File: config.mk
export PLATFORM = sky130hd
export DESIGN_NAME = game_ctrl_flat
export DESIGN_NICKNAME = d
export VERILOG_FILES = /design/src/rtl/game_pkg.sv /design/src/rtl/game_ctrl_if.sv /design/src/rtl/tick_gen.sv /design/src/rtl/game_ctrl.sv /design/src/flat_wrapper.sv
export SDC_FILE = /design/constraint.sdc
export NUM_CORES = 1
export LEC_CHECK = 0
export CAP_MARGIN = 20
export CORE_MARGIN = 2
export CORE_UTILIZATION = 55
export CTS_CLUSTER_DIAMETER = 60
export DETAILED_ROUTE_END_ITERATION = 8
export PLACE_DENSITY = 0.81
export SLEW_MARGIN = 20
export SYNTH_ARGS = -nofsm -noshare
export SYNTH_HDL_FRONTEND = slang
export SYNTH_SLANG_ARGS = --single-unit
File: constraint.sdc
create_clock -name clk -period 2.7 [get_ports clk]
set_clock_uncertainty 0.05 [all_clocks]
set_input_delay 0.81 -clock clk [delete_from_list [all_inputs] [get_ports clk]]
set_output_delay 0.81 -clock clk [all_outputs]
set_load 0.01 [all_outputs]
File: src/rtl/game_pkg.sv
// ---------------------------------------------------------------------------
// game_pkg
// Shared definitions for the whack-a-mole game sequencer and its consumers.
//   screen_e   : state / screen-select encoding, also decoded by the VGA mux
//   SCORE_MAX  : score saturation point (decimal 99)
//   to_bcd8    : constant-friendly binary -> two-digit packed BCD conversion
//   bin_inc    : saturating binary score increment
//   bcd_inc    : saturating packed-BCD score increment
// ---------------------------------------------------------------------------
package game_pkg;

  typedef enum logic [1:0] {
    SCR_TITLE = 2'd0,
    SCR_PLAY  = 2'd1,
    SCR_WIN   = 2'd2,
    SCR_LOSE  = 2'd3
  } screen_e;

  localparam int unsigned SCORE_MAX = 99;

  // Valid for v in 0..99.
  function automatic logic [7:0] to_bcd8(input int unsigned v);
    return {4'(v / 10), 4'(v % 10)};
  endfunction

  function automatic logic [7:0] bin_inc(input logic [7:0] s);
    if (s >= 8'(SCORE_MAX)) return s;
    return s + 8'd1;
  endfunction

  // Ones digit wraps 9 -> 0 with a carry into the tens digit.
  function automatic logic [7:0] bcd_inc(input logic [7:0] s);
    if (s >= to_bcd8(SCORE_MAX)) return s;
    if (s[3:0] == 4'd9) return {s[7:4] + 4'd1, 4'd0};
    return {s[7:4], s[3:0] + 4'd1};
  endfunction

endpackage

File: src/rtl/game_ctrl_if.sv
// ---------------------------------------------------------------------------
// game_ctrl_if
// Bundle between the game sequencer and its surroundings.
//   start      : debounced start button level (into the sequencer)
//   hit        : one-cycle whack pulse from the mole logic (into the sequencer)
//   screen     : screen select for the VGA mux
//   mole_en    : mole spawning enable, high only while playing
//   score      : hits this round (binary or packed BCD, see game_ctrl)
//   time_left  : seconds remaining in the round, binary
//   win_pulse  : one-cycle pulse on PLAY -> WIN
//   lose_pulse : one-cycle pulse on PLAY -> LOSE
// Modports: master = game_ctrl side, slave = the driving / observing side.
// ---------------------------------------------------------------------------
interface game_ctrl_if;
  import game_pkg::*;

  logic       start;
  logic       hit;
  screen_e    screen;
  logic       mole_en;
  logic [7:0] score;
  logic [6:0] time_left;
  logic       win_pulse;
  logic       lose_pulse;

  modport master (
    input  start, hit,
    output screen, mole_en, score, time_left, win_pulse, lose_pulse
  );

  modport slave (
    output start, hit,
    input  screen, mole_en, score, time_left, win_pulse, lose_pulse
  );

endinterface

File: src/rtl/tick_gen.sv
// ---------------------------------------------------------------------------
// tick_gen
// One-second prescaler: counts 0..CLK_HZ-1 while enabled and raises tick for
// the single cycle in which the count sits at its terminal value.
//   clk   : system clock
//   reset : asynchronous active-low reset
//   clr   : synchronous clear, overrides en
//   en    : count enable
//   tick  : one-cycle pulse once every CLK_HZ enabled cycles
// Parameter: CLK_HZ, cycles per tick.
// ---------------------------------------------------------------------------
module tick_gen #(
  parameter int unsigned CLK_HZ = 100_000_000
) (
  input  logic clk,
  input  logic reset,
  input  logic clr,
  input  logic en,
  output logic tick
);

  localparam int unsigned CW = (CLK_HZ > 1) ? $clog2(CLK_HZ) : 1;
  localparam logic [CW-1:0] TERM = CW'(CLK_HZ - 1);

  logic [CW-1:0] cnt_q, cnt_d;

  assign tick = en && (cnt_q == TERM);

  always_comb begin
    cnt_d = cnt_q;
    if (clr)       cnt_d = '0;
    else if (tick) cnt_d = '0;
    else if (en)   cnt_d = cnt_q + CW'(1);
  end

  always_ff @(posedge clk or negedge reset) begin
    if (!reset) cnt_q <= '0;
    else        cnt_q <= cnt_d;
  end

endmodule

File: src/rtl/game_ctrl.sv
// ---------------------------------------------------------------------------
// game_ctrl
// Whack-a-mole game sequencer: TITLE -> PLAY -> WIN/LOSE -> TITLE.
// Turns the start button and hit pulses into the screen select, the score,
// the round countdown and win/lose pulses. All bus outputs are registered.
//   clk   : system clock (single domain)
//   reset : asynchronous active-low reset
//   bus   : game_ctrl_if.master (start, hit in; screen, mole_en, score,
//           time_left, win_pulse, lose_pulse out)
// Build option: define GAME_CTRL_BCD_EN to present score as two packed BCD
// digits {tens, ones}; otherwise score is plain binary. Both saturate at 99.
// ---------------------------------------------------------------------------
module game_ctrl
  import game_pkg::*;
#(
  parameter int unsigned CLK_HZ       = 100_000_000,
  parameter int unsigned GAME_SECONDS = 30,
  parameter int unsigned WIN_SCORE    = 10,
  parameter int unsigned HOLD_SECONDS = 5
) (
  input  logic         clk,
  input  logic         reset,
  game_ctrl_if.master  bus
);

  localparam int unsigned HOLD_W = $clog2(HOLD_SECONDS + 1);
  localparam logic [HOLD_W-1:0] HOLD_LAST = HOLD_W'(HOLD_SECONDS - 1);

  screen_e           state_q, state_d;
  logic              start_q;
  logic [7:0]        score_q, score_d;
  logic [6:0]        time_q, time_d;
  logic [HOLD_W-1:0] hold_q, hold_d;
  logic              mole_en_q;
  logic              win_q, lose_q;

  logic              start_rise;
  logic              state_chg;
  logic              tick;
  logic [7:0]        score_inc;

`ifdef GAME_CTRL_BCD_EN
  localparam logic [7:0] WIN_CODE = to_bcd8(WIN_SCORE);
  assign score_inc = bcd_inc(score_q);
`else
  localparam logic [7:0] WIN_CODE = 8'(WIN_SCORE);
  assign score_inc = bin_inc(score_q);
`endif

  assign start_rise = bus.start & ~start_q;

  // One prescaler serves both the round countdown and the end-screen hold;
  // clearing it on every state change restarts each second from entry.
  tick_gen #(
    .CLK_HZ (CLK_HZ)
  ) u_tick (
    .clk   (clk),
    .reset (reset),
    .clr   (state_chg),
    .en    (state_q != SCR_TITLE),
    .tick  (tick)
  );

  always_comb begin
    state_d = state_q;
    score_d = score_q;
    time_d  = time_q;
    hold_d  = hold_q;

    case (state_q)
      SCR_TITLE: begin
        if (start_rise) begin
          state_d = SCR_PLAY;
          score_d = '0;
          time_d  = 7'(GAME_SECONDS);
        end
      end

      SCR_PLAY: begin
        if (bus.hit) score_d = score_inc;
        // The countdown still runs on the final tick even when a hit wins
        // in the same cycle; the win simply takes priority over the loss.
        if (tick && (time_q != '0)) time_d = time_q - 7'd1;
        if (bus.hit && (score_inc == WIN_CODE)) state_d = SCR_WIN;
        else if (tick && (time_q == 7'd1))      state_d = SCR_LOSE;
      end

      SCR_WIN, SCR_LOSE: begin
        if (start_rise) begin
          state_d = SCR_TITLE;
        end else if (tick) begin
          if (hold_q == HOLD_LAST) state_d = SCR_TITLE;
          else                     hold_d  = hold_q + HOLD_W'(1);
        end
      end

      default: state_d = SCR_TITLE;
    endcase

    state_chg = (state_d != state_q);
    if (state_chg) hold_d = '0;
  end

  always_ff @(posedge clk or negedge reset) begin
    if (!reset) begin
      state_q   <= SCR_TITLE;
      start_q   <= 1'b0;
      score_q   <= '0;
      time_q    <= '0;
      hold_q    <= '0;
      mole_en_q <= 1'b0;
      win_q     <= 1'b0;
      lose_q    <= 1'b0;
    end else begin
      state_q   <= state_d;
      start_q   <= bus.start;
      score_q   <= score_d;
      time_q    <= time_d;
      hold_q    <= hold_d;
      mole_en_q <= (state_d == SCR_PLAY);
      win_q     <= (state_q == SCR_PLAY) && (state_d == SCR_WIN);
      lose_q    <= (state_q == SCR_PLAY) && (state_d == SCR_LOSE);
    end
  end

  assign bus.screen     = state_q;
  assign bus.mole_en    = mole_en_q;
  assign bus.score      = score_q;
  assign bus.time_left  = time_q;
  assign bus.win_pulse  = win_q;
  assign bus.lose_pulse = lose_q;

endmodule

File: src/flat_wrapper.sv
// flat-port wrapper written by rule: the top's interface ports become plain ports
module game_ctrl_flat import game_pkg::*;
#(
  parameter int unsigned CLK_HZ       = 100_000_000,
  parameter int unsigned GAME_SECONDS = 30,
  parameter int unsigned WIN_SCORE    = 10,
  parameter int unsigned HOLD_SECONDS = 5
)
  (clk, reset, bus_start, bus_hit, bus_screen, bus_mole_en, bus_score, bus_time_left, bus_win_pulse, bus_lose_pulse);
  game_ctrl_if bus_i ();
  input  logic clk;
  input  logic reset;
  input wire logic [$bits(bus_i.start)-1:0] bus_start;
  input wire logic [$bits(bus_i.hit)-1:0] bus_hit;
  output wire logic [$bits(bus_i.screen)-1:0] bus_screen;
  output wire logic [$bits(bus_i.mole_en)-1:0] bus_mole_en;
  output wire logic [$bits(bus_i.score)-1:0] bus_score;
  output wire logic [$bits(bus_i.time_left)-1:0] bus_time_left;
  output wire logic [$bits(bus_i.win_pulse)-1:0] bus_win_pulse;
  output wire logic [$bits(bus_i.lose_pulse)-1:0] bus_lose_pulse;
  assign bus_i.start = bus_start;
  assign bus_i.hit = bus_hit;
  assign bus_screen = bus_i.screen;
  assign bus_mole_en = bus_i.mole_en;
  assign bus_score = bus_i.score;
  assign bus_time_left = bus_i.time_left;
  assign bus_win_pulse = bus_i.win_pulse;
  assign bus_lose_pulse = bus_i.lose_pulse;
  game_ctrl #(.CLK_HZ(CLK_HZ), .GAME_SECONDS(GAME_SECONDS), .WIN_SCORE(WIN_SCORE), .HOLD_SECONDS(HOLD_SECONDS)) u_core (.clk(clk), .reset(reset), .bus(bus_i));
endmodule
==> flow_summary.toml, run 1 <==
[sta]
timing.fmax_ghz = 0.3835
rsz0062_at_grt = "false"
tightest_slew_ps = 664.3
period_needed_ps = 2608
slew_headroom_pct = 55.30
drv_slew = 0
hold_slack_ps = 437.8
fin_crit_sh_pct = 96.58
fin_setup_tns_ps = 0
setup_viol = 0
finalHoldViolCount = 0

[global_routing]
top_usage_layer = "met2"
grtUsageMet2_pct = 37.88
grt_overflow = 0
grt_max_degree = 30
use_met3_pct = 4.147
grt_first_pass_wirelength_um = 10720
grt_use_met1_pct = 30.37
first_global_vias = 2313
antenna_found_initial = 0
grt_usage_pct = 22.50

[yosys]
seq_area_frac_synth_pct = 44.41
synthAdderAreaFrac_pct = 2.612
synth_top_area_share_pct = 44.41
synthSimpleGateAreaFrac_pct = 28.60
synth_top_family_by_area = "simple AND/OR/NAND/NOR gates"
ys_ff_latch = 51
avgSynthCellArea_um2 = 9.038
synth-edff-count = 0
synth_cell_types = 50
synth-compound-area-share_pct = 12.89
yosysWarnings = 0
synth_area_leader_cell = "dfrtp_1"
async_flop_share_pct = 100.0
synthMuxAreaShare_pct = 0.6966
syn_area_mm2 = 0.002874
synth_area_leaders = "dfrtp_1 44%, xnor2_1 6.4%, nor3_1 5.7%"
yosys_most_used_dff = "dfrtp_1"
synth_nets = 328
synth-xor-area-share_pct = 7.619
synth_cells = 318

[power]
p_leak_nw = 1.338
power_density_mw_per_mm2 = 665.7
total_power_mw = 2.230
vdd_drop_max_v = 0.0003496

[place]
dp.cells = 413
port_buffers = 23
post-dp-hpwl_um = 4554
post_dp_cell_area_mm2 = 0.003268
place_congestion = 0.9204

[setup_path]
end_kind = "flop"
worst_ep_arrival_time_ps = 2790
cp-start-kind = "flop"
required_ps = 2880
crit_fanout = 6
worst-setup-path-type = "reg2reg"

[cells_and_area]
seq_area_mm2 = 0.001276
multi_input_area_mm2 = 0.001511
nets = 360
nFillCells = 425
fin_cells = 421
antenna_cells = 0
syn_to_final_growth_pct = 16.54
fin_area_mm2 = 0.003349
drive_above_1_share_pct = 7.123

[clock_tree]
cts_resized = 0
clk_pin_slew_ps = 90
postCtsSetupBuffers = 0
numClockSinks = 51
clk_latency_ps = 300
htreeDepth = 2
numCtsBuffers = 5
cts_root_buffer = "clkbuf_8"
cts_buffer_depth = 2
cts_tree = "yes"

[route]
ant_nets = 0
finalWirelength_um = 6364
vias = 2505
drc = 0
wl_per_cell_um = 15.12
drt_pass1_iterations = 4
vias_per_cell = 5.950
drt-initial-drc-count = 219

[floorplan]
dieHeight_um = 76.29
io_pins = 24
die_area_mm2 = 0.005819
core_mm2 = 0.005075
die_x_um = 76.29
start_util_pct = 56.63
rows = 26

[run]
drv_cap = 0

[min_path]
hold_path_class = "in2async"

[status]
status = "finished clean"
## per-stage QoR
step / worst slack, ps / util (%)
finish: 92.33 / 66.00
detailed placement: 68.88 / 64.40
CTS: 53.09 / 66.00
floorplan: 202.6 / -
global placement: 122.4 / 64.40
global route: 13.77 / 66.00
## cell usage in the layout (no fill, tap or decap), types with 3 or more instances in the layout
| master | synthesis | final |
|---|---|---|
| clkbuf_8 | 0 | 5 |
| o21ai_0 | 14 | 14 |
| nor4_1 | 12 | 12 |
| nor2b_1 | 3 | 3 |
| ha_1 | 6 | 6 |
| nor2_1 | 22 | 22 |
| inv_1 | 14 | 14 |
| a31oi_1 | 4 | 4 |
| nand3_1 | 16 | 16 |
| and3_1 | 3 | 3 |
| or3_1 | 6 | 6 |
| clkdlybuf4s50_1 | 0 | 22 |
| xnor2_1 | 21 | 21 |
| nand2_1 | 28 | 28 |
| a21o_1 | 7 | 7 |
| nand2b_1 | 3 | 3 |
| and4_1 | 3 | 3 |
| a21oi_1 | 8 | 8 |
| o31ai_1 | 3 | 3 |
| xor2_1 | 4 | 4 |
| nor3_1 | 33 | 32 |
| and2_1 | 5 | 5 |
| buf_4 | 0 | 10 |
| nand4_1 | 7 | 7 |
| dfrtp_1 | 51 | 51 |
## cell type report
cell class / instances / area share (%)
clock buffer: 7 / 2.279
timing repair buffer: 35 / 10.16
inverter: 14 / 1.569
multi-input combinational: 243 / 45.13
sequential: 51 / 38.10
tap: 70 / 2.615
clock inverter: 1 / 0.1494
## logic make-up (layout without fill, tap and decap cells)
group | count (synthesis) | after routing
buffers and inverters | 24 | 57
AOI/OAI and AO/OA | 55 | 55
and+or+nand+nor | 155 | 155
DFF | 51 | 51
adders and majority gates | 6 | 6
muxes | 2 | 2
xor gates and xnor gates | 25 | 25
## per-layer routing
metal,vias up,part of all wire (%)
li1,1220,-
met1,1216,46
met2,67,49
met3,2,5.0
met4,0,0.20
met5,-,0
## sequential cells by signal, summed over array words and instances (netlist names)
| name | count |
|---|---|
| u_core.start_q | 1 |
| u_core.bus.time_left | 7 |
| u_core.bus.screen | 2 |
| u_core.bus.score | 8 |
| u_core.bus.lose_pulse | 1 |
| u_core.hold_q | 3 |
| u_core.u_tick.cnt_q | 27 |
| u_core.bus.win_pulse | 1 |
| u_core.bus.mole_en | 1 |
## final timing paths
check,from,end,slack (ps),cells past startpoint
min reg2reg,u_core.u_tick.cnt_q[6]$_DFFE_PN0P_,u_core.u_tick.cnt_q[6]$_DFFE_PN0P_,510,2
max in group asynchronous,reset,u_core.u_tick.cnt_q[14]$_DFFE_PN0P_,1620,2
min,reset,u_core.bus.score[5]$_DFFE_PN0P_,440,1
max reg2reg,u_core.u_tick.cnt_q[1]$_DFFE_PN0P_,u_core.bus.time_left[5]$_DFFE_PN0P_,90,6
min in group clk,u_core.u_tick.cnt_q[6]$_DFFE_PN0P_,u_core.u_tick.cnt_q[6]$_DFFE_PN0P_,510,2
max,u_core.u_tick.cnt_q[1]$_DFFE_PN0P_,u_core.bus.time_left[5]$_DFFE_PN0P_,90,6
## synth_stat cells, types with 2 or more instances
cell,number
or3_1,6
inv_1,14
nor4bb_1,2
dfrtp_1,51
or4_4,2
clkbuf_1,8
a21o_1,7
nor4_1,12
o211ai_1,2
ha_1,6
nor3_1,33
and3_1,3
nand2b_1,3
nand3_1,16
nand4_1,7
xor2_1,4
mux2i_1,2
nor2_1,22
a21oi_1,8
o21ai_0,14
a31oi_1,4
or4_1,2
nand4b_1,2
o41ai_1,2
a211oi_1,2
xnor2_1,21
o31ai_1,3
o21bai_1,2
nor3b_1,2
and4_1,3
nand2_1,28
and2_1,5
nor2b_1,3
## worst max-delay path, stage by stage (launching register included)
cell and delay [ps]:
dfrtp_1 380, ha_1 210, nand4_1 160, or4_4 550, or4_4 540, or4_1 520, a21oi_1 150
## timing repair
action | CTS | global route
setup endpoints to repair | 0 | 1
hold endpoints to repair | 0 | 0
hold buffers | 0 | 0
## power by group
group          switching [mW]  total [mW]  internal, mW
Combinational           0.433       0.787         0.354
Clock                   0.241       0.423         0.183
Sequential              0.138        1.02         0.881
Total                   0.812        2.23          1.42
(Power assumes the default switching activity.)
==> run 2: changes to the inputs <==
HOLD_SLACK_MARGIN = 0.05   (was not set)
==> results of run 2 <==
Final layout, timing and power as in run 1 (identical DEF).
